==> config.mk <==
export PLATFORM = sky130hd
export DESIGN_NAME = fp13_adder
export DESIGN_NICKNAME = d
export VERILOG_FILES = /design/src/rtl/fp13_adder.sv
export SDC_FILE = /design/constraint.sdc
export NUM_CORES = 1
export LEC_CHECK = 0
export ABC_AREA = 1
export BUFFER_PORTS_ARGS = -buffer_cell sky130_fd_sc_hd__buf_2
export CORE_MARGIN = 2
export CORE_UTILIZATION = 55
export DETAILED_ROUTE_END_ITERATION = 10
export PLACE_DENSITY = 0.74
export SLEW_MARGIN = 10
export SYNTH_ARGS = -nofsm -noshare
export SYNTH_HDL_FRONTEND = slang
export SYNTH_SLANG_ARGS = --single-unit
==> constraint.sdc <==
create_clock -name clk -period 18.2 [get_ports clk]
set_input_delay 1.82 -clock clk [delete_from_list [all_inputs] [get_ports clk]]
set_output_delay 1.82 -clock clk [all_outputs]
set_load 0.02 [all_outputs]
==> src/rtl/fp13_adder.sv <==
// rtl/fp13_adder.sv - registered fp_t adder/subtractor; ROUND_NEAREST_EN selects round-to-nearest-even
module fp13_adder #(
  parameter int EXP_W = 4,
  parameter int MAN_W = 8
) (
  input  logic                 clk,
  input  logic                 rst,
  input  logic                 in_valid,
  input  logic [EXP_W+MAN_W:0] a,
  input  logic [EXP_W+MAN_W:0] b,
  output logic                 out_valid,
  output logic [EXP_W+MAN_W:0] result,
  output logic                 overflow
);
  localparam int W   = 1 + EXP_W + MAN_W;
  localparam int XW  = MAN_W + 3;            // mantissa plus guard, round, sticky
  localparam int SHW = (1 << EXP_W) - 1;     // largest possible alignment shift
  localparam int EW  = EXP_W + 1;            // exponent with headroom for overflow

  logic             sa, sb;
  logic [EXP_W-1:0] ea, eb;
  logic [MAN_W-1:0] ma, mb;

  assign {sa, ea, ma} = a;
  assign {sb, eb, mb} = b;

  logic              a_big;
  logic              s_big;
  logic [EXP_W-1:0]  e_big, e_sml, d;
  logic [MAN_W-1:0]  m_big, m_sml;
  logic [XW+SHW-1:0] wide;
  logic [XW-1:0]     sml_ext;
  logic [XW:0]       sum;
  logic [XW-1:0]     m;
  logic [EW-1:0]     e;
  logic              sgn;
  logic [MAN_W-1:0]  man;
  logic [W-1:0]      nxt_result;
  logic              nxt_ovf;
`ifdef ROUND_NEAREST_EN
  logic              rnd;
  logic [MAN_W:0]    man_r;
`endif

  // Combinational datapath: order operands, align, add/sub, normalize, round, saturate.
  always_comb begin
    a_big = (ea > eb) || ((ea == eb) && (ma >= mb));
    s_big = a_big ? sa : sb;
    e_big = a_big ? ea : eb;
    e_sml = a_big ? eb : ea;
    m_big = a_big ? ma : mb;
    m_sml = a_big ? mb : ma;
    d     = e_big - e_sml;

    // Shift the small mantissa into a wide field so every dropped bit lands in
    // the low part, then fold those bits into the sticky position.
    wide    = {m_sml, 3'b000, {SHW{1'b0}}} >> d;
    sml_ext = {wide[XW+SHW-1:SHW+1], wide[SHW] | (|wide[SHW-1:0])};

    sgn = s_big;
    if (sa == sb) begin
      sum = {1'b0, m_big, 3'b000} + {1'b0, sml_ext};
    end else begin
      sum = {1'b0, m_big, 3'b000} - {1'b0, sml_ext};
      // Only an unnormalized big operand can come out negative; fix magnitude and sign.
      if (sum[XW]) begin
        sum = (XW+1)'(0) - sum;
        sgn = ~s_big;
      end
    end

    m = sum[XW-1:0];
    e = {1'b0, e_big};
    if (sum[XW]) begin
      m = {sum[XW:2], sum[1] | sum[0]};
      e = e + EW'(1);
    end else begin
      // Left-normalize, stopping at exponent 0 for gradual underflow.
      for (int i = 0; i < XW; i++) begin
        if (!m[XW-1] && (e != '0)) begin
          m = m << 1;
          e = e - EW'(1);
        end
      end
    end

    man = m[XW-1:3];
`ifdef ROUND_NEAREST_EN
    rnd   = m[2] & (m[1] | m[0] | m[3]);
    man_r = {1'b0, man} + {{MAN_W{1'b0}}, rnd};
    if (man_r[MAN_W]) begin
      man = {1'b1, {(MAN_W-1){1'b0}}};
      e   = e + EW'(1);
    end else begin
      man = man_r[MAN_W-1:0];
    end
`endif

    nxt_ovf    = 1'b0;
    nxt_result = {sgn, e[EXP_W-1:0], man};
    if (e > EW'(SHW)) begin
      nxt_result = {sgn, {EXP_W{1'b1}}, {MAN_W{1'b1}}};
      nxt_ovf    = 1'b1;
    end

    // Zero operands bypass the arithmetic; exact cancellation gives +0.
    if ((ma == '0) && (mb == '0)) begin
      nxt_result = '0;
      nxt_ovf    = 1'b0;
    end else if (ma == '0) begin
      nxt_result = b;
      nxt_ovf    = 1'b0;
    end else if (mb == '0) begin
      nxt_result = a;
      nxt_ovf    = 1'b0;
    end else if (sum == '0) begin
      nxt_result = '0;
      nxt_ovf    = 1'b0;
    end
  end

  // Output register: capture on in_valid, hold otherwise, pulse out_valid.
  always_ff @(posedge clk) begin
    if (rst) begin
      result    <= '0;
      overflow  <= 1'b0;
      out_valid <= 1'b0;
    end else begin
      out_valid <= in_valid;
      if (in_valid) begin
        result   <= nxt_result;
        overflow <= nxt_ovf;
      end
    end
  end
endmodule

==> results of run 1 <==
-- through the flow --
step	util (%)	instance area [µm²]	worst slack, ns
after global placement	59.5	5870	5.46
after floorplan	-	5620	7.34
after global routing	60.0	5920	3.79
after CTS	60.0	5920	5.37
final	60.0	5920	5.29
after detailed placement	59.5	5870	5.15
-- kinds of logic after synthesis --
| kind of cell | after synthesis |
|---|---|
| buffers and inverters | 170 |
| adder cells (fa/ha/maj) | 35 |
| XOR/XNOR | 18 |
| AO/OA/AOI/OAI | 175 |
| flip-flops | 15 |
| AND/OR/NAND/NOR | 643 |
-- layout make-up --
type,instances,area [µm²],share of cell area [%]
clock buffers,4,45.0,0.761
inverters,147,554,9.37
multi-input cells,871,4640,78.4
flip-flops and latches,15,300,5.07
well taps,133,166,2.81
repair buffers,43,215,3.64
-- critical path, delay by kind of cell --
family	cells	cell delay, ns
AO/OA/AOI/OAI	9	1.84
buffers and inverters	15	1.69
AND/OR/NAND/NOR	51	6.24
adder cells (fa/ha/maj)	4	1.47
-- worst max path at each step --
stage | from | end | slack, ns | depth (start not counted)
after floorplan | b[10] | result[6] | 7.34 | 80
after global placement | a[8] | result[3] | 5.46 | 79
after detailed placement | a[8] | result[3] | 5.15 | 79
after CTS | a[8] | result[3] | 5.37 | 79
after global routing | a[8] | result[3] | 3.79 | 79
final | a[8] | result[3] | 5.29 | 79
-- placed cells by master (no fill, tap or decap), types with 2 or more instances in the layout --
cell type / Yosys / routed
o2111ai_2: 3 / 3
nor3_1: 5 / 5
nor2_2: 6 / 6
o21bai_1: 4 / 4
o211ai_1: 4 / 4
xor2_1: 10 / 10
or2_2: 2 / 2
nand2_1: 371 / 371
nand3_4: 2 / 2
a21oi_2: 9 / 9
inv_2: 15 / 15
buf_2: 10 / 43
nand3_1: 102 / 102
nand4_1: 20 / 20
clkinv_1: 6 / 6
nand2_2: 31 / 31
inv_1: 125 / 125
nand3b_1: 2 / 2
nand4_2: 5 / 5
o21ai_0: 66 / 66
clkbuf_8: 0 / 3
xnor2_1: 7 / 7
ha_1: 34 / 34
nor2_1: 63 / 63
nand3_2: 14 / 14
nand2_4: 10 / 10
a21oi_1: 55 / 55
nor4_1: 4 / 4
o21ai_2: 3 / 3
nor2_4: 4 / 4
a31oi_1: 7 / 7
a21oi_4: 3 / 3
o21ai_1: 14 / 14
dfxtp_1: 15 / 15
-- sequential cells by signal, indices dropped and copies added, names as in the netlist --
name / cells
result: 13
out_valid: 1
overflow: 1
-- routing by layer --
metal	track usage, %	share of wire (%)
met1	36.4	46
met3	1.31	5.2
met2	48.8	47
met5	0	0
met4	4.57	1.6
==> results.md, run 1 <==
- Core Region: 9860 µm²
- Hold Buf Count CTS: 0
- Final WL: 15.5 mm
- Total global-route track usage: 27.2%
- Largest net degree at the start of global routing: 36
- Initial DRC Count: 413
- Fraction of the mapped netlist area in adder cells: 7.93%
- Sequential share of the synthesized area: 5.35%
- TritonRoute pass-1 iters: 7
- Clk Tree Root Cell: clkbuf_8
- Slowest stage delay, CP: 0.54 ns
- First-pass GRT wire length: 25.8 mm
- Routed vias: 6594
- Layout cells sized above 1: 14.4%
- Filler cell count: 1033
- Slew Limit Fails: 0
- Post-synth ARST share: 0%
- Top post-synthesis cells by area: nand2_1, nand3_1, inv_1
- # IOs: 44
- Post-Route Skew: 0 ns
- Reg-to-reg startpoint: result[10]
- Later-pin clock latency in the skew report: 0.25 ns
- Min Clock Period, post-route: 12.91 ns
- Cell Area, Synth: 5620 µm²
- Worst Setup Start Kind: input pin
- R2R depth: 2
- Crit-path max FO: 35
- R2R Path End: result[10]
- Main combinational cell family by area after synthesis: simple AND/OR/NAND/NOR gates
- Synth unique cells: 49
- Synth Instances: 1056
- Status: complete, no violations
- Fmax: 77.4 MHz
- Seq cells post-synth: 15
- Hold path cells: 2
- Post-synth EDFFs: 0
- Setup TNS: 0 ns
- Post-synth top area cell: nand2_1
- H-tree levels: 1
- Post-synthesis mux area share: 0%
- Drt drc: 0
- Most common cell on crit path: nand2_1
- Critical path class: in2reg
- Initial core utilization: 56.9%
- Die area: 11000 µm²
- Synth Area in XOR/XNOR: 2.94%
- CTS clk-pin slew, worst paths: 0.06 ns
- Die X-Extent: 105 µm
- FP Rows: 36
- Synth-to-Final Area Change: 5.37%
- Slew @ Worst Pin: 0.764 ns
- Synth Area in Simple Gates: 53.1%
- Vias in the first global route: 5758
- Filler-free cell count of the finished design: 1213
- Predominant post-synthesis flop cell: dfxtp_1
- Clock tree buffer depth: 2
- Initial antenna violation count: 0
- Synth top area share: 24.8%
- Remaining antenna violation count: 0
- Maximum capacitance violations: 0
- Buffers on Ports: 43
- Placed insts: 1209
- Synthesized area per cell: 5.32 µm²
- Crit-path slowest cell: ha_1
- Final nets: 1145
- CTS tree: done
- Vias per inst: 5.44
- Yosys warnings: 0
- Worst reg2reg setup slack: 17.53 ns
- Compound-Gate Fraction of Synth Area: 18.6%
- Worst endpoint data arrival time: 13.09 ns
- RD Place Congestion: 0.990
- N_diodes: 0
- Endpoints failing setup: 0
- Post-CTS Setup Inserts: 0
- Clock Sinks: 15
- Global route overflow: 0
- Top post-synthesis cells by count: nand2_1, inv_1, nand3_1, o21ai_0, nor2_1
- Setup crit end kind: flop
- Hold WC Path Type: reg2reg
- Hold Crit Start: result[8]
- Unrepaired setup endpoints after global routing: false
- CTS Buf Count: 3
- Most repeated cell in the gate-level netlist after synthesis: nand2_1
- Min Hold Slack: 0.464 ns
- Fin. Hold Viols: 0
- Slew margin rel.: 49.0%
- Resize count post-CTS: 0
- CP Data Required Time: 18.38 ns
- Die H: 105 µm
- Syn Nets: 1120
- HPWL after detailed placement: 13.0 mm
- DR WL/cell: 12.8 µm
- Period utilization: 71.0%
- Hold endpoint: result[8]
Power of run 1 is not shown: default switching activity piles up to over one toggle a cycle in this logic, so the estimate is an artifact.
==> run 2: changes to the inputs <==
--- a/config.mk
+++ b/config.mk
@@ -10,7 +10,7 @@
 export CORE_MARGIN = 2
 export CORE_UTILIZATION = 55
 export DETAILED_ROUTE_END_ITERATION = 10
-export PLACE_DENSITY = 0.74
+export PLACE_DENSITY = 0.77
 export SLEW_MARGIN = 10
 export SYNTH_ARGS = -nofsm -noshare
 export SYNTH_HDL_FRONTEND = slang
==> constraint.sdc (replaced) <==
create_clock -name clk -period 10.61 [get_ports clk]
set_input_delay 1.061 -clock clk [delete_from_list [all_inputs] [get_ports clk]]
set_output_delay 1.061 -clock clk [all_outputs]
set_load 0.02 [all_outputs]
==> results.md, run 2 (synthesis results as in run 1) <==
- Status: complete, no violations
- Placed insts: 1248 (+3.2%)
- Final nets: 1227 (+7.2%)
- Global route overflow: 0 (unchanged)
- Most common cell after layout, fill and taps aside: nand2_1
- Endpoints failing setup: 0 (unchanged)
- Synth-to-Final Area Change: 27.6%
- # IOs: 44 (unchanged)
- Later-pin clock latency in the skew report: 0.25 ns (about the same)
- Most frequent cells in the layout: nand2_1, inv_1, nand3_1, buf_4, o21ai_0
- Core Region: 9860 µm² (unchanged)
- Fin area: 7170 µm² (+21%)
- Total global-route track usage: 29.4% (+2.2 points)
- Top Registers: result (13), out_valid (1), overflow (1)
- CTS Buf Count: 3 (unchanged)
- Reg-to-reg startpoint: overflow
- Min Hold Slack: 0.460 ns (-0.00400 ns)
- Hold endpoint: result[9]
- Worst reg2reg setup slack: 9.97 ns (-7.56 ns)
- Fmax: 96.9 MHz
- Critical path class: in2reg
- R2R depth: 2 (unchanged)
- Routed vias: 7462 (+13%)
- Die area: 11000 µm² (unchanged)
- Fin. Hold Viols: 0 (unchanged)
- Setup crit end kind: flop
- Slew margin rel.: 42.2% (-6.8 points)
- Most common cell on crit path: nand2_2
- Filler cell count: 854 (-17%)
- R2R Path End: overflow
- Initial core utilization: 56.9% (unchanged)
- Period utilization: 97.2%
- TritonRoute pass-1 iters: 8 (+1)
- Slew @ Worst Pin: 0.861 ns (+0.0964 ns)
- Buffers on Ports: 43 (unchanged)
- Die X-Extent: 105 µm (unchanged)
- CP Data Required Time: 10.79 ns (-7.59 ns)
- Vias in the first global route: 6286 (+9.2%)
- N_diodes: 0 (unchanged)
- Hold WC Path Type: reg2reg
- Setup TNS: 0 ns (unchanged)
- Worst Setup Start Kind: input pin
- Die H: 105 µm (unchanged)
- CTS tree: done
- Max FFs per register: 13 (unchanged)
- Drt drc: 0 (unchanged)
- RD Place Congestion: 1.04 (+5.3%)
- Min Clock Period, post-route: 10.32 ns
- Largest net degree at the start of global routing: 27 (-25%)
- FP Rows: 36 (unchanged)
- Reg with most FFs: result
- Clock tree buffer depth: 2 (unchanged)
- Post-Route Skew: 0 ns (unchanged)
- Slowest stage delay, CP: 0.38 ns (-0.16 ns)
- DR WL/cell: 14.5 µm (+14%)
- Clock Sinks: 15 (unchanged)
- Slew Limit Fails: 0 (unchanged)
- Crit-path max FO: 7 (-80%)
- H-tree levels: 1 (unchanged)
- Final WL: 18.8 mm (+22%)
- Worst endpoint data arrival time: 10.49 ns (-2.60 ns)
- Vias per inst: 5.76 (+6.0%)
- Filler-free cell count of the finished design: 1295 (+6.8%)
- Maximum capacitance violations: 0 (unchanged)
- HPWL after detailed placement: 13.8 mm (+6.2%)
- Remaining antenna violation count: 0 (unchanged)
- Layout cells sized above 1: 28.1% (+14 points)
- Clk Tree Root Cell: clkbuf_8
- Initial antenna violation count: 0 (unchanged)
- CTS clk-pin slew, worst paths: 0.06 ns (about the same)
- Crit-path slowest cell: xor2_1
- Hold Crit Start: result[9]
- Hold path cells: 2 (unchanged)
- Area after DPL: 6180 µm² (+5.2%)
- First-pass GRT wire length: 27.7 mm (+7.4%)
- Hold Buf Count CTS: 0 (unchanged)
- Initial DRC Count: 519 (+26%)
run 2: cell count changes in the layout (fill, tap and decap cells not counted), sizes merged:
cell,delta
buf,+80
clkbuf,+1
clkinvlp,+1
run 2: per-stage QoR:
stage | utilization [%] | setup WS, ns
after floorplan | - | 0.509
after global placement | 62.6 | 0.0200
after detailed placement | 62.6 | -0.145
after CTS | 63.1 | 0.0857
after global routing | 72.6 | -0.403
final | 72.6 | 0.294
run 2: worst max-delay path, delay by kind of cell:
kind,cells,cell delay (ns)
xor+xnor,3,0.89
buf+inv,11,0.99
fa+ha+maj,4,0.95
simple gates,57,5.75
compound gates,5,0.82
run 2: worst max-delay path by stage:
stage,startpoint,endpoint,slack (ns),cells after the start
6_report,b[9],result[3],0.29,80
5_1_grt,b[9],result[3],-0.40,83
4_1_cts,b[9],result[8],0.09,79
3_5_place_dp,b[9],result[8],-0.14,79
3_3_place_gp,b[9],result[3],0.02,80
2_1_floorplan,b[10],result[6],0.51,80
run 2: layout make-up:
type                       instances  area [µm²]  share of cell area, %
clock buffer                       3        41.3                  0.576
tap                              133         166                   2.32
inverter                         147         566                   7.89
clock inverter                     1        5.00                 0.0698
timing repair buffer             125         908                   12.7
sequential                        15         300                   4.19
multi-input combinational        871        5180                   72.3
run 2: per-layer routing:
layer	wire length, µm	up-vias	track usage [%]
li1	-	3654	-
met1	7940	3421	38.5
met2	9080	328	51.6
met3	1170	59	2.37
met4	640	0	7.81
met5	0	-	0
run 2: what timing repair did:
action / 4_1_cts / 5_1_grt
endpoints found under the hold margin: 0 / 0
setup buffers: 0 / 41
endpoints found under the setup margin: 0 / 12
resized for setup: 0 / 139
Power of run 2 is left out for the same reason.
